File: config.mk
export PLATFORM = sky130hd
export DESIGN_NAME = schnorr_challenge_flat
export DESIGN_NICKNAME = d
export VERILOG_FILES = /design/src/rtl/schnorr_challenge_pkg.sv /design/src/rtl/schnorr_challenge_if.sv /design/src/rtl/schnorr_challenge_mod_reduce_serial.sv /design/src/rtl/schnorr_challenge.sv /design/src/flat_wrapper.sv
export SDC_FILE = /design/constraint.sdc
export NUM_CORES = 1
export LEC_CHECK = 0
export CAP_MARGIN = 15
export CORE_AREA = 2 2 341 343
export CTS_BUF_LIST = sky130_fd_sc_hd__clkbuf_4 sky130_fd_sc_hd__clkbuf_8
export CTS_CLUSTER_SIZE = 8
export DETAILED_ROUTE_END_ITERATION = 10
export DIE_AREA = 0 0 343 345
export GPL_ROUTABILITY_DRIVEN = 0
export SLEW_MARGIN = 20
export SYNTH_ARGS = -nofsm -noshare
export SYNTH_HDL_FRONTEND = slang
export SYNTH_SLANG_ARGS = --single-unit
File: constraint.sdc
create_clock -name clk -period 2.5 [get_ports clk]
set_input_delay 0.5 -clock clk [delete_from_list [all_inputs] [get_ports clk]]
set_output_delay 0.5 -clock clk [all_outputs]
set_load 0.02 [all_outputs]
File: src/rtl/schnorr_challenge_pkg.sv
// -----------------------------------------------------------------------------
// schnorr_pkg
// Shared constants for the Schnorr challenge block:
//   - default challenge width and group order
//   - SHA-256 block / digest widths and their vector types
//   - FSM state encoding
//   - pad_len(): bit length of the hashed message (R || msg), as placed in the
//     trailing 64-bit length field of the padded block
// -----------------------------------------------------------------------------
package schnorr_pkg;

   localparam int          LEN_DEFAULT = 32;
   localparam logic [31:0] Q_DEFAULT   = 32'hFFFF_FFFB;

   localparam int SHA_BLK_W = 512;
   localparam int SHA_DIG_W = 256;
   localparam int MSG_W     = 32;
   localparam int LEN_W     = 64;

   typedef logic [SHA_BLK_W-1:0] sha_block_t;
   typedef logic [SHA_DIG_W-1:0] sha_digest_t;

   localparam logic [2:0] ST_IDLE  = 3'd0;
   localparam logic [2:0] ST_PACK  = 3'd1;
   localparam logic [2:0] ST_HREQ  = 3'd2;
   localparam logic [2:0] ST_HWAIT = 3'd3;
   localparam logic [2:0] ST_RED   = 3'd4;
   localparam logic [2:0] ST_DONE  = 3'd5;

   // Message length in bits for an R of width len followed by one msg word.
   function automatic logic [LEN_W-1:0] pad_len(input int len);
      return LEN_W'(len + MSG_W);
   endfunction

endpackage

File: src/rtl/schnorr_challenge_if.sv
// -----------------------------------------------------------------------------
// schnorr_challenge_if
// Connection to an external single-block SHA-256 core.
//   sha_start  : one-cycle request pulse (challenge -> core)
//   sha_block  : padded 512-bit block, stable while the core works
//   sha_done   : one-cycle completion pulse (core -> challenge)
//   sha_digest : 256-bit digest, valid in the sha_done cycle
// master = challenge side, slave = SHA core side.
// -----------------------------------------------------------------------------
interface schnorr_challenge_if;
   import schnorr_pkg::*;

   logic        sha_start;
   sha_block_t  sha_block;
   logic        sha_done;
   sha_digest_t sha_digest;

   modport master (
      output sha_start,
      output sha_block,
      input  sha_done,
      input  sha_digest
   );

   modport slave (
      input  sha_start,
      input  sha_block,
      output sha_done,
      output sha_digest
   );

endinterface

File: src/rtl/schnorr_challenge_mod_reduce_serial.sv
// -----------------------------------------------------------------------------
// mod_reduce_serial
// Bit-serial reduction of an N-bit value modulo Q, MSB first, one bit per
// cycle (exactly N step cycles after load).
//   clk, rst_n : clock, asynchronous active-low reset
//   load       : latch din, clear remainder, start stepping next cycle
//   din        : value to reduce
//   busy       : high while steps remain
//   done       : high during the cycle that performs the final step;
//                rem holds the finished result from the following cycle on
//   rem        : current remainder (always < Q)
// -----------------------------------------------------------------------------
module mod_reduce_serial #(
   parameter int             LEN = 32,
   parameter logic [LEN-1:0] Q   = LEN'(32'hFFFF_FFFB),
   parameter int             N   = 256
) (
   input  logic           clk,
   input  logic           rst_n,
   input  logic           load,
   input  logic [N-1:0]   din,
   output logic           busy,
   output logic           done,
   output logic [LEN-1:0] rem
);

   localparam int           CW    = $clog2(N);
   localparam logic [LEN:0] Q_EXT = {1'b0, Q};

   logic [N-1:0]  shift_reg;
   logic [LEN:0]  rem_reg;
   logic [CW-1:0] cnt_reg;
   logic          busy_reg;

   logic [LEN:0]  t;
   logic [LEN:0]  rem_next;

   // r < Q, so 2r+bit < 2Q and a single conditional subtract brings it back
   // below Q. The shift keeps LEN+1 bits, which is enough for 2r+bit.
   always_comb begin
      t        = (rem_reg << 1) | {{LEN{1'b0}}, shift_reg[N-1]};
      rem_next = (t >= Q_EXT) ? (t - Q_EXT) : t;
   end

   always_ff @(posedge clk or negedge rst_n) begin
      if (!rst_n) begin
         shift_reg <= '0;
         rem_reg   <= '0;
         cnt_reg   <= '0;
         busy_reg  <= 1'b0;
      end else if (load) begin
         shift_reg <= din;
         rem_reg   <= '0;
         cnt_reg   <= CW'(N - 1);
         busy_reg  <= 1'b1;
      end else if (busy_reg) begin
         shift_reg <= shift_reg << 1;
         rem_reg   <= rem_next;
         cnt_reg   <= cnt_reg - CW'(1);
         // The count-0 step still executes; it is the last one.
         if (cnt_reg == '0) begin
            busy_reg <= 1'b0;
         end
      end
   end

   assign busy = busy_reg;
   assign done = busy_reg && (cnt_reg == '0);
   assign rem  = rem_reg[LEN-1:0];

endmodule

File: src/rtl/schnorr_challenge.sv
// -----------------------------------------------------------------------------
// schnorr_challenge
// Computes c = SHA-256(R || msg) mod Q using an external SHA-256 core.
//   clk, rst_n : clock (rising edge), asynchronous active-low reset
//   start      : request, sampled only while idle
//   R_in, msg  : nonce R (LEN bits) and message word (32 bits)
//   busy       : high in every state except IDLE
//   done       : one-cycle pulse, coincident with the c_out update
//   c_out      : challenge, held until the next done
//   sha        : master side of the SHA-core start/done interface
// Sequence: IDLE -> PACK -> HREQ -> HWAIT -> RED (256 cycles) -> DONE -> IDLE.
// -----------------------------------------------------------------------------
module schnorr_challenge
   import schnorr_pkg::*;
#(
   parameter int             LEN = LEN_DEFAULT,
   parameter logic [LEN-1:0] Q   = LEN'(Q_DEFAULT)
) (
   input  logic                clk,
   input  logic                rst_n,
   input  logic                start,
   input  logic [LEN-1:0]      R_in,
   input  logic [MSG_W-1:0]    msg,
   output logic                busy,
   output logic                done,
   output logic [LEN-1:0]      c_out,
   schnorr_challenge_if.master sha
);

   // Bit position of the least significant msg bit inside the block.
   localparam int MSG_LSB = SHA_BLK_W - LEN - MSG_W;

   logic [2:0]       state_reg;
   logic [2:0]       state_next;
   logic [LEN-1:0]   r_reg;
   logic [MSG_W-1:0] msg_reg;
   sha_block_t       block_reg;
   sha_block_t       block_next;
   logic [LEN-1:0]   c_reg;
   logic             done_reg;

   logic             red_load;
   logic             red_busy;
   logic             red_done;
   logic [LEN-1:0]   red_rem;

   // Single padded block: R || msg || 1 || zeros || 64-bit length.
   always_comb begin
      block_next                         = '0;
      block_next[SHA_BLK_W-1 -: LEN]     = r_reg;
      block_next[MSG_LSB +: MSG_W]       = msg_reg;
      block_next[MSG_LSB-1]              = 1'b1;
      block_next[LEN_W-1:0]              = pad_len(LEN);
   end

   always_comb begin
      state_next = state_reg;
      red_load   = 1'b0;
      case (state_reg)
         ST_IDLE:  if (start) state_next = ST_PACK;
         ST_PACK:  state_next = ST_HREQ;
         ST_HREQ:  state_next = ST_HWAIT;
         ST_HWAIT: begin
            // sha_done is only honoured here; elsewhere it is ignored.
            if (sha.sha_done) begin
               state_next = ST_RED;
               red_load   = 1'b1;
            end
         end
         ST_RED:   if (red_done) state_next = ST_DONE;
         ST_DONE:  state_next = ST_IDLE;
         default:  state_next = ST_IDLE;
      endcase
   end

   always_ff @(posedge clk or negedge rst_n) begin
      if (!rst_n) begin
         state_reg <= ST_IDLE;
         r_reg     <= '0;
         msg_reg   <= '0;
         block_reg <= '0;
         c_reg     <= '0;
         done_reg  <= 1'b0;
      end else begin
         state_reg <= state_next;
         done_reg  <= 1'b0;
         if (state_reg == ST_IDLE && start) begin
            r_reg   <= R_in;
            msg_reg <= msg;
         end
         if (state_reg == ST_PACK) begin
            block_reg <= block_next;
         end
         if (state_reg == ST_DONE) begin
            c_reg    <= red_rem;
            done_reg <= 1'b1;
         end
      end
   end

   mod_reduce_serial #(
      .LEN (LEN),
      .Q   (Q),
      .N   (SHA_DIG_W)
   ) u_reduce (
      .clk   (clk),
      .rst_n (rst_n),
      .load  (red_load),
      .din   (sha.sha_digest),
      .busy  (red_busy),
      .done  (red_done),
      .rem   (red_rem)
   );

   assign sha.sha_start = (state_reg == ST_HREQ);
   assign sha.sha_block = block_reg;
   assign busy          = (state_reg != ST_IDLE) || red_busy;
   assign done          = done_reg;
   assign c_out         = c_reg;

endmodule

File: src/flat_wrapper.sv
// flat-port wrapper written by rule: the top's interface ports become plain ports
module schnorr_challenge_flat import schnorr_pkg::*;
#(
   parameter int             LEN = LEN_DEFAULT,
   parameter logic [LEN-1:0] Q   = LEN'(Q_DEFAULT)
)
  (clk, rst_n, start, R_in, msg, busy, done, c_out, sha_sha_start, sha_sha_block, sha_sha_done, sha_sha_digest);
  schnorr_challenge_if sha_i ();
  input  logic clk;
  input  logic rst_n;
  input  logic start;
  input  logic [LEN-1:0] R_in;
  input  logic [MSG_W-1:0] msg;
  output logic busy;
  output logic done;
  output logic [LEN-1:0] c_out;
  output wire logic [$bits(sha_i.sha_start)-1:0] sha_sha_start;
  output wire logic [$bits(sha_i.sha_block)-1:0] sha_sha_block;
  input wire logic [$bits(sha_i.sha_done)-1:0] sha_sha_done;
  input wire logic [$bits(sha_i.sha_digest)-1:0] sha_sha_digest;
  assign sha_sha_start = sha_i.sha_start;
  assign sha_sha_block = sha_i.sha_block;
  assign sha_i.sha_done = sha_sha_done;
  assign sha_i.sha_digest = sha_sha_digest;
  schnorr_challenge #(.LEN(LEN), .Q(Q)) u_core (.clk(clk), .rst_n(rst_n), .start(start), .R_in(R_in), .msg(msg), .busy(busy), .done(done), .c_out(c_out), .sha(sha_i));
endmodule
==> results of run 1 <==
## power by group through the flow
stage | Sequential (W) | Combinational (W) | Clock [W]
final | 0.0132 | 0.0102 | 0.00762
after global placement | 0.0132 | 0.0102 | 0
after floorplan | 0.0133 | 0.00624 | 0
after global routing | 0.0137 | 0.0114 | 0.00831
after CTS | 0.0132 | 0.0104 | 0.00799
after detailed placement | 0.0133 | 0.0104 | 0
## synthesized netlist by cell type (2+ instances only)
library cell | count | area share
inv_1 | 9 | 0.0014
ha_1 | 3 | 0.0016
buf_4 | 447 | 0.14
nand2_1 | 291 | 0.046
nor2_1 | 18 | 0.0029
o21ai_0 | 292 | 0.062
nor2b_1 | 2 | 0.00053
buf_1 | 4 | 0.00064
nand3_1 | 9 | 0.0019
a31oi_1 | 5 | 0.0013
clkbuf_1 | 113 | 0.018
mux2i_1 | 256 | 0.11
xnor2_1 | 29 | 0.011
nor3_1 | 11 | 0.0023
mux2_2 | 155 | 0.074
o211ai_1 | 2 | 0.00064
or2_2 | 3 | 0.00080
nor4_1 | 6 | 0.0016
a211oi_1 | 8 | 0.0026
a21oi_1 | 32 | 0.0068
nor3b_1 | 2 | 0.00064
nand3b_1 | 3 | 0.00096
and3_1 | 7 | 0.0019
dfrtp_1 | 462 | 0.49
nand4_1 | 10 | 0.0027
nor4b_1 | 4 | 0.0015
nand2b_1 | 2 | 0.00053
or4_1 | 4 | 0.0013
## cell families (layout without fill, tap and decap cells)
logic type      Yosys count  after routing
simple gates            379            379
flops                   462            462
buf+inv                 577            656
other cells               1            450
xor+xnor                 30             30
mux                     411            411
compound gates          348            348
fa+ha+maj                 3              3
## worst max-delay path by stage
stage	start	endpoint	slack (ps)	cells after the start
after global routing	u_core.state_reg[2]	sha_sha_start	0.5	3
after global placement	u_core.u_reduce.shift_reg[255]	u_core.u_reduce.rem_reg[20]	140	7
final	u_core.state_reg[2]	busy	120	2
after floorplan	u_core.u_reduce.shift_reg[255]	u_core.u_reduce.rem_reg[20]	100	8
after detailed placement	u_core.u_reduce.shift_reg[255]	u_core.u_reduce.rem_reg[20]	150	7
after CTS	u_core.state_reg[2]	sha_sha_start	1	3
## per-stage QoR
step,util,power [W]
floorplan,-,0.01955
global placement,0.2465,0.02341
detailed placement,0.2465,0.02370
CTS,0.2620,0.03164
global route,0.2621,0.03333
finish,0.2621,0.03106
## worst max-delay path: stages, from the launching register on
cell     delay [ps]
dfrtp_2         460
or4_4           540
buf_2           190
## cell type report
class / instances / area share
inverters: 9 / 0.001120
multi-input cells: 1617 / 0.3238
flip-flops and latches: 462 / 0.3833
well taps: 1524 / 0.06319
repair buffers: 506 / 0.1699
diodes: 4 / 0.0003317
clock inverters: 16 / 0.006925
clock buffers: 125 / 0.05142
## metal layers
layer  vias to the layer above  track usage
met1                      7630       0.1298
li1                       7574            -
met5                         -            0
met4                        10      0.03431
met3                       109      0.03016
met2                       502       0.1517
## timing repair
action                     CTS  global route
pin swaps                    0             1
setup buffers                0             1
hold buffers                 1             0
setup endpoints to repair    2             2
hold endpoints to repair    33             0
resized for setup           11             1
==> run metrics, run 1 <==
internal power=0.02027 W; WL met1=26480 µm; Final Setup Violations=0; num rows=125; Post-DP Area=28380 µm²; DP HPWL=43900 µm; Mean Syn Cell Area=10.63 µm²; port bufs=424; via count=15.83k; Logic pwr share=0.330; P&R area growth vs syn=28.38%; Simple-Gate Fraction of Synth Area=0.07022; crit share post-route=0.9516; metal2 WL=27750 µm; number of flip-flops under the largest register name=256; Core ar.=115100 µm²; die area=118300 µm²; status=complete, no violations; Fillers=12.27k; RR Startpoint=u_core.u_reduce.rem_reg[23]; worst slack at placement=148.2 ps; Synth Area in Adders=0.001597; Max VDD drop=0.0007669 V; largest net degree at the start of global routing=125; clock skew=48.32 ps; worst slew pin tran=942.1 ps; Sink Count=462; end of the worst register-to-register path=u_core.u_reduce.rem_reg[20]; pwr/cell area=1029 nW/µm²; mux share of post-synthesis cell area=0.1833; Met3 Routed Length=4302 µm; DRT antenna net count=0; Crit. End Element=output pin; final setup margin=120.9 ps; clock buffer depth=3; Vias/cell=3.712; Final Max Tran Viols=0; WL/cell=14.13 µm; vias in the first global route=15.72k; worst skew pair latency=710 ps; Clk pwr share=0.245; final hold viol count=0; XOR/XNOR Fraction of Synth Area=0.01118; YS warnings=0; P_leak=14.49 nW; setup TNS=0 ps; CTS tree=yes; Tot GR Track Use=0.09846; CP arrival=1880 ps; Post-Layout Inst Area=30180 µm²; Multi-input gate area=9772 µm²; Post-synth EDFFs=0; Register Area=11570 µm²; DR pass1 iterations=5; drt total wl=60230 µm; H-tree depth=3; final hold slack=296.3 ps; DRC violations left=0; largest family of logic cells by synthesized area=multiplexers; # nets final=3010; Sw Share=0.3473; Max-Cap Viols=0; Highest Signal Layer=met5; CP required=2000 ps; total CTS buffers=87; CP Class=reg -> out; Peak Freq=420.3 MHz; worst-path fanout max=9; top_reg_cell synth=dfrtp_1; clock root buffer=clkbuf_8; die width=343 µm; Reg clk slew, reported paths=60 ps; Ports=871; Reg power frac=0.425; GRT overflow=0; initial core utilization=0.2042; Yosys reg bits=462; initial antenna violation count=11; Netlist Area Pre-Place=23500 µm²; asr flop ratio synth=1.000; layout cells sized above 1=0.1452; commonest cells after routing, fill and taps aside=460 x dfrtp_1, 446 x conb_1, 421 x clkdlybuf4s50_1; Netlist cell types=50; cells after synthesis=2211; P_sw=0.01079 W; Hold Path Class=in -> async; commonest non-fill, non-tap cell in the layout=dfrtp_1; worst reg2reg path depth=6; Final Critical Period=2379 ps; Initial DRC Count=939; chip height=345 µm; CP Launch Type=register; post-layout instance count excluding filler cells=4263; r2r setup slk=150 ps; sequential fraction of the synthesis area=0.4919; Slew HR=0.3719; Synth Area in Compound Gates=0.07687; unrepaired setup endpoints after global routing=false; global-route wire length before repair=91220 µm; Placed Cells incl. Taps=4116
(Power assumes the default switching activity.)
==> run 2, diff against run 1 <==
--- a/config.mk
+++ b/config.mk
@@ -12,6 +12,7 @@
 export DETAILED_ROUTE_END_ITERATION = 10
 export DIE_AREA = 0 0 343 345
 export GPL_ROUTABILITY_DRIVEN = 0
+export SKIP_CTS_REPAIR_TIMING = 1
 export SLEW_MARGIN = 20
 export SYNTH_ARGS = -nofsm -noshare
 export SYNTH_HDL_FRONTEND = slang
==> run 2 against run 1 <==
Effect of this change: first-iteration DRC count rose by 2.2%; worst setup slack improved by 11 ps; count of clock-buffer cells in the layout is the same; global-route usage about the same; largest power group unchanged; critical path depth unchanged; design area about the same; sequential power barely moved; non-clock buffer count up 3; routed wire length down 0.15%.
==> run metrics, run 2 (synthesis gave the netlist of run 1 again) <==
Ports=871; Fillers=12.28k; DP HPWL=43900 µm; total CTS buffers=87; H-tree depth=3; DR pass1 iterations=5; clock buffer depth=3; Max-Cap Viols=0; worst slew pin tran=939.7 ps; crit share post-route=0.9472; final hold viol count=0; Slew HR=0.3735; commonest cells after routing, fill and taps aside=460 x dfrtp_1, 446 x conb_1, 421 x clkdlybuf4s50_1; status=complete, no violations; die area=118300 µm²; initial antenna violation count=11; Placed Cells incl. Taps=4116; Final Max Tran Viols=0; Tot GR Track Use=0.09842; DRC violations left=0; drt total wl=60140 µm; Multi-input gate area=9764 µm²; CP required=2000 ps; port bufs=424; CTS tree=yes; Peak Freq=422.3 MHz; vias in the first global route=15.73k; unrepaired setup endpoints after global routing=false; CP arrival=1870 ps; Core ar.=115100 µm²; end of the worst register-to-register path=u_core.u_reduce.rem_reg[20]; largest net degree at the start of global routing=125; chip height=345 µm; die width=343 µm; Initial DRC Count=960; pwr/cell area=1030 nW/µm²; layout cells sized above 1=0.1457; worst reg2reg path depth=6; clock skew=46.09 ps; CP Class=reg -> out; P&R area growth vs syn=28.42%; WL/cell=14.10 µm; Vias/cell=3.708; Final Setup Violations=0; Pwr Total=0.03108 W; post-layout instance count excluding filler cells=4266; initial core utilization=0.2042; worst-path fanout max=9; GRT overflow=0; number of flip-flops under the largest register name=256; clock root buffer=clkbuf_8; Sink Count=462; Max VDD drop=0.0007673 V; CP Launch Type=register; num rows=125; P_leak=14.50 nW; # nets final=3013; Reg clk slew, reported paths=60 ps; Final Critical Period=2368 ps; commonest non-fill, non-tap cell in the layout=dfrtp_1; Hold Path Class=in -> async; global-route wire length before repair=91180 µm; Crit. End Element=output pin; worst skew pair latency=710 ps; Register Area=11570 µm²; via count=15.82k; RR Startpoint=u_core.u_reduce.rem_reg[23]; r2r setup slk=150 ps; DRT antenna net count=0
run 2: worst max-delay path by stage:
stage                                    from  cells after the start  slack (ps)                           to
3_3_place_gp   u_core.u_reduce.shift_reg[255]                      7         140  u_core.u_reduce.rem_reg[20]
3_5_place_dp   u_core.u_reduce.shift_reg[255]                      7         150  u_core.u_reduce.rem_reg[20]
6_report                  u_core.state_reg[2]                      2         130                         busy
2_1_floorplan  u_core.u_reduce.shift_reg[255]                      8         100  u_core.u_reduce.rem_reg[20]
5_1_grt           u_core.u_reduce.rem_reg[23]                      7          10  u_core.u_reduce.rem_reg[26]
4_1_cts                   u_core.state_reg[2]                      3        -490                sha_sha_start
run 2: power by group:
group | switching [W] | internal [W]
Sequential | 0.00225 | 0.0110
Clock | 0.00333 | 0.00429
Combinational | 0.00521 | 0.00504
Total | 0.0108 | 0.0203
run 2: per-stage QoR:
step           hold WS (ps)    util  instance area (µm²)  setup TNS (ps)  setup WS (ps)
3_5_place_dp          459.0  0.2465                28380               0          148.2
4_1_cts              -378.4  0.2618                30140          -964.4         -493.7
2_1_floorplan         204.4       -                25170               0          103.4
5_1_grt               269.1  0.2622                30180               0          9.558
3_3_place_gp          462.8  0.2465                28380               0          139.6
6_report              298.0  0.2622                30180               0          132.0
run 2: layer usage:
layer	up-vias	global-route usage	part of all wire
met4	10	0.03431	0.027
met2	494	0.1516	0.46
met1	7627	0.1294	0.44
li1	7581	-	-
met3	108	0.03077	0.072
met5	-	0	0.0011
run 2: worst max-delay path: stages (launching register included):
cell	delay, ps
dfrtp_2	460
or4_4	540
clkbuf_2	180
run 2: cell type report:
cell class | count | area share
tap | 1524 | 0.06317
clock inverter | 16 | 0.006923
multi-input combinational | 1617 | 0.3235
sequential | 462 | 0.3832
inverter | 9 | 0.001119
antenna | 4 | 0.0003316
clock buffer | 125 | 0.05140
timing repair buffer | 509 | 0.1704
==> run 3, diff against run 2 <==
--- a/config.mk
+++ b/config.mk
@@ -12,6 +12,7 @@
 export DETAILED_ROUTE_END_ITERATION = 10
 export DIE_AREA = 0 0 343 345
 export GPL_ROUTABILITY_DRIVEN = 0
+export MAX_ROUTING_LAYER = met4
 export SKIP_CTS_REPAIR_TIMING = 1
 export SLEW_MARGIN = 20
 export SYNTH_ARGS = -nofsm -noshare
==> run 3 against run 2 <==
Effect of this change: first-iteration DRC count increased by 0.52%; hold slack about the same; count of clock-buffer cells in the layout unchanged; highest routed layer is now met4; design area about the same; die area unchanged; sequential power about the same; flip-flop and latch count unchanged; critical path depth unchanged; register-to-register slack about the same; non-clock buffer count unchanged; cell count about the same; global-route usage increased by 0.30 points.
==> run metrics, run 3 (synthesis gave the netlist of run 1 again) <==
initial core utilization=0.2042; num rows=125; Reg clk slew, reported paths=60 ps; Hold Path Class=in -> async; die width=343 µm; Slew HR=0.3763; Initial DRC Count=965; CP required=2000 ps; Ports=871; final hold slack=298.0 ps; final hold viol count=0; worst slew pin tran=935.5 ps; Logic pwr share=0.330; largest net degree at the start of global routing=125; Peak Freq=422.9 MHz; clock root buffer=clkbuf_8; Clk pwr share=0.245; Final Setup Violations=0; pwr/cell area=1030 nW/µm²; Tot GR Track Use=0.1014; commonest cells after routing, fill and taps aside=460 x dfrtp_1, 446 x conb_1, 421 x clkdlybuf4s50_1; crit share post-route=0.9458; drt total wl=60300 µm; chip height=345 µm; via count=15.87k; vias in the first global route=15.75k; GRT overflow=0; P&R area growth vs syn=28.46%; total CTS buffers=87; initial antenna violation count=11; Sink Count=462; CP arrival=1860 ps; commonest non-fill, non-tap cell in the layout=dfrtp_1; number of flip-flops under the largest register name=256; Placed Cells incl. Taps=4116; worst skew pair latency=710 ps; die area=118300 µm²; worst-path fanout max=9; CTS tree=yes; Core ar.=115100 µm²; P_sw=0.01082 W; Vias/cell=3.716; post-layout instance count excluding filler cells=4270; Reg power frac=0.425; Crit. End Element=output pin; DRC violations left=0; CP Launch Type=register; Crit. Startpoint=u_core.state_reg[2]; WL/cell=14.12 µm; clock skew=51.72 ps; final setup margin=135.4 ps; DR pass1 iterations=5; global-route wire length before repair=91190 µm; DRT antenna net count=0; Final Critical Period=2365 ps; status=complete, no violations; Max VDD drop=0.0007646 V; Max-Cap Viols=0; Final Max Tran Viols=0; P_leak=14.50 nW; layout cells sized above 1=0.1457; worst slack at placement=148.2 ps; Sw Share=0.3478; port bufs=424; internal power=0.02028 W; setup TNS=0 ps; H-tree depth=3; # nets final=3013; RR Startpoint=u_core.u_reduce.rem_reg[23]; CP Class=reg -> out; DP HPWL=43900 µm; clock buffer depth=3; unrepaired setup endpoints after global routing=false
[run 3: final cells by class]
cell class | count | area (µm²)
sequential | 462 | 11570
inverter | 9 | 33.78
fill | 12280 | 84920
clock buffer | 125 | 1551
tap | 1524 | 1907
clock inverter | 16 | 209.0
timing repair buffer | 509 | 5142
antenna | 8 | 20.02
multi-input combinational | 1617 | 9764
[run 3: final timing paths]
| check | depth (start not counted) | slack (ps) | end |
|---|---|---|---|
| max in group asynchronous | 4 | 1340 | u_core.u_reduce.shift_reg[130] |
| min in group clk | 3 | 340 | u_core.u_reduce.shift_reg[62] |
| worst max-delay path | 2 | 140 | busy |
| worst min register to register | 2 | 480 | u_core.c_out[31] |
| worst max register to register | 6 | 150 | u_core.u_reduce.rem_reg[20] |
| worst min-delay path | 2 | 300 | u_core.u_reduce.shift_reg[202] |
[run 3: layer usage]
layer / part of all wire / track usage / vias to the layer above
met5: 0 / - / -
met3: 0.071 / 0.02994 / 103
met2: 0.46 / 0.1517 / 498
li1: - / - / 7596
met1: 0.44 / 0.1301 / 7669
met4: 0.026 / 0.03431 / 0
[run 3: through the flow]
step | cell area, µm² | power, W | utilization
2_1_floorplan | 25170 | 0.01955 | -
3_3_place_gp | 28380 | 0.02341 | 0.2465
3_5_place_dp | 28380 | 0.02370 | 0.2465
4_1_cts | 30140 | 0.03162 | 0.2618
5_1_grt | 30190 | 0.03335 | 0.2623
6_report | 30190 | 0.03110 | 0.2623
[run 3: power groups by stage]
stage | combinational [W] | sequential [W] | clock (W)
final | 0.0103 | 0.0132 | 0.00763
after global routing | 0.0114 | 0.0137 | 0.00832
after CTS | 0.0104 | 0.0132 | 0.00799
after detailed placement | 0.0104 | 0.0133 | 0
after global placement | 0.0102 | 0.0132 | 0
after floorplan | 0.00624 | 0.0133 | 0
[run 3: critical path: stages (launching register included)]
cell and delay [ps]:
dfrtp_2 460, or4_4 540, clkbuf_2 180
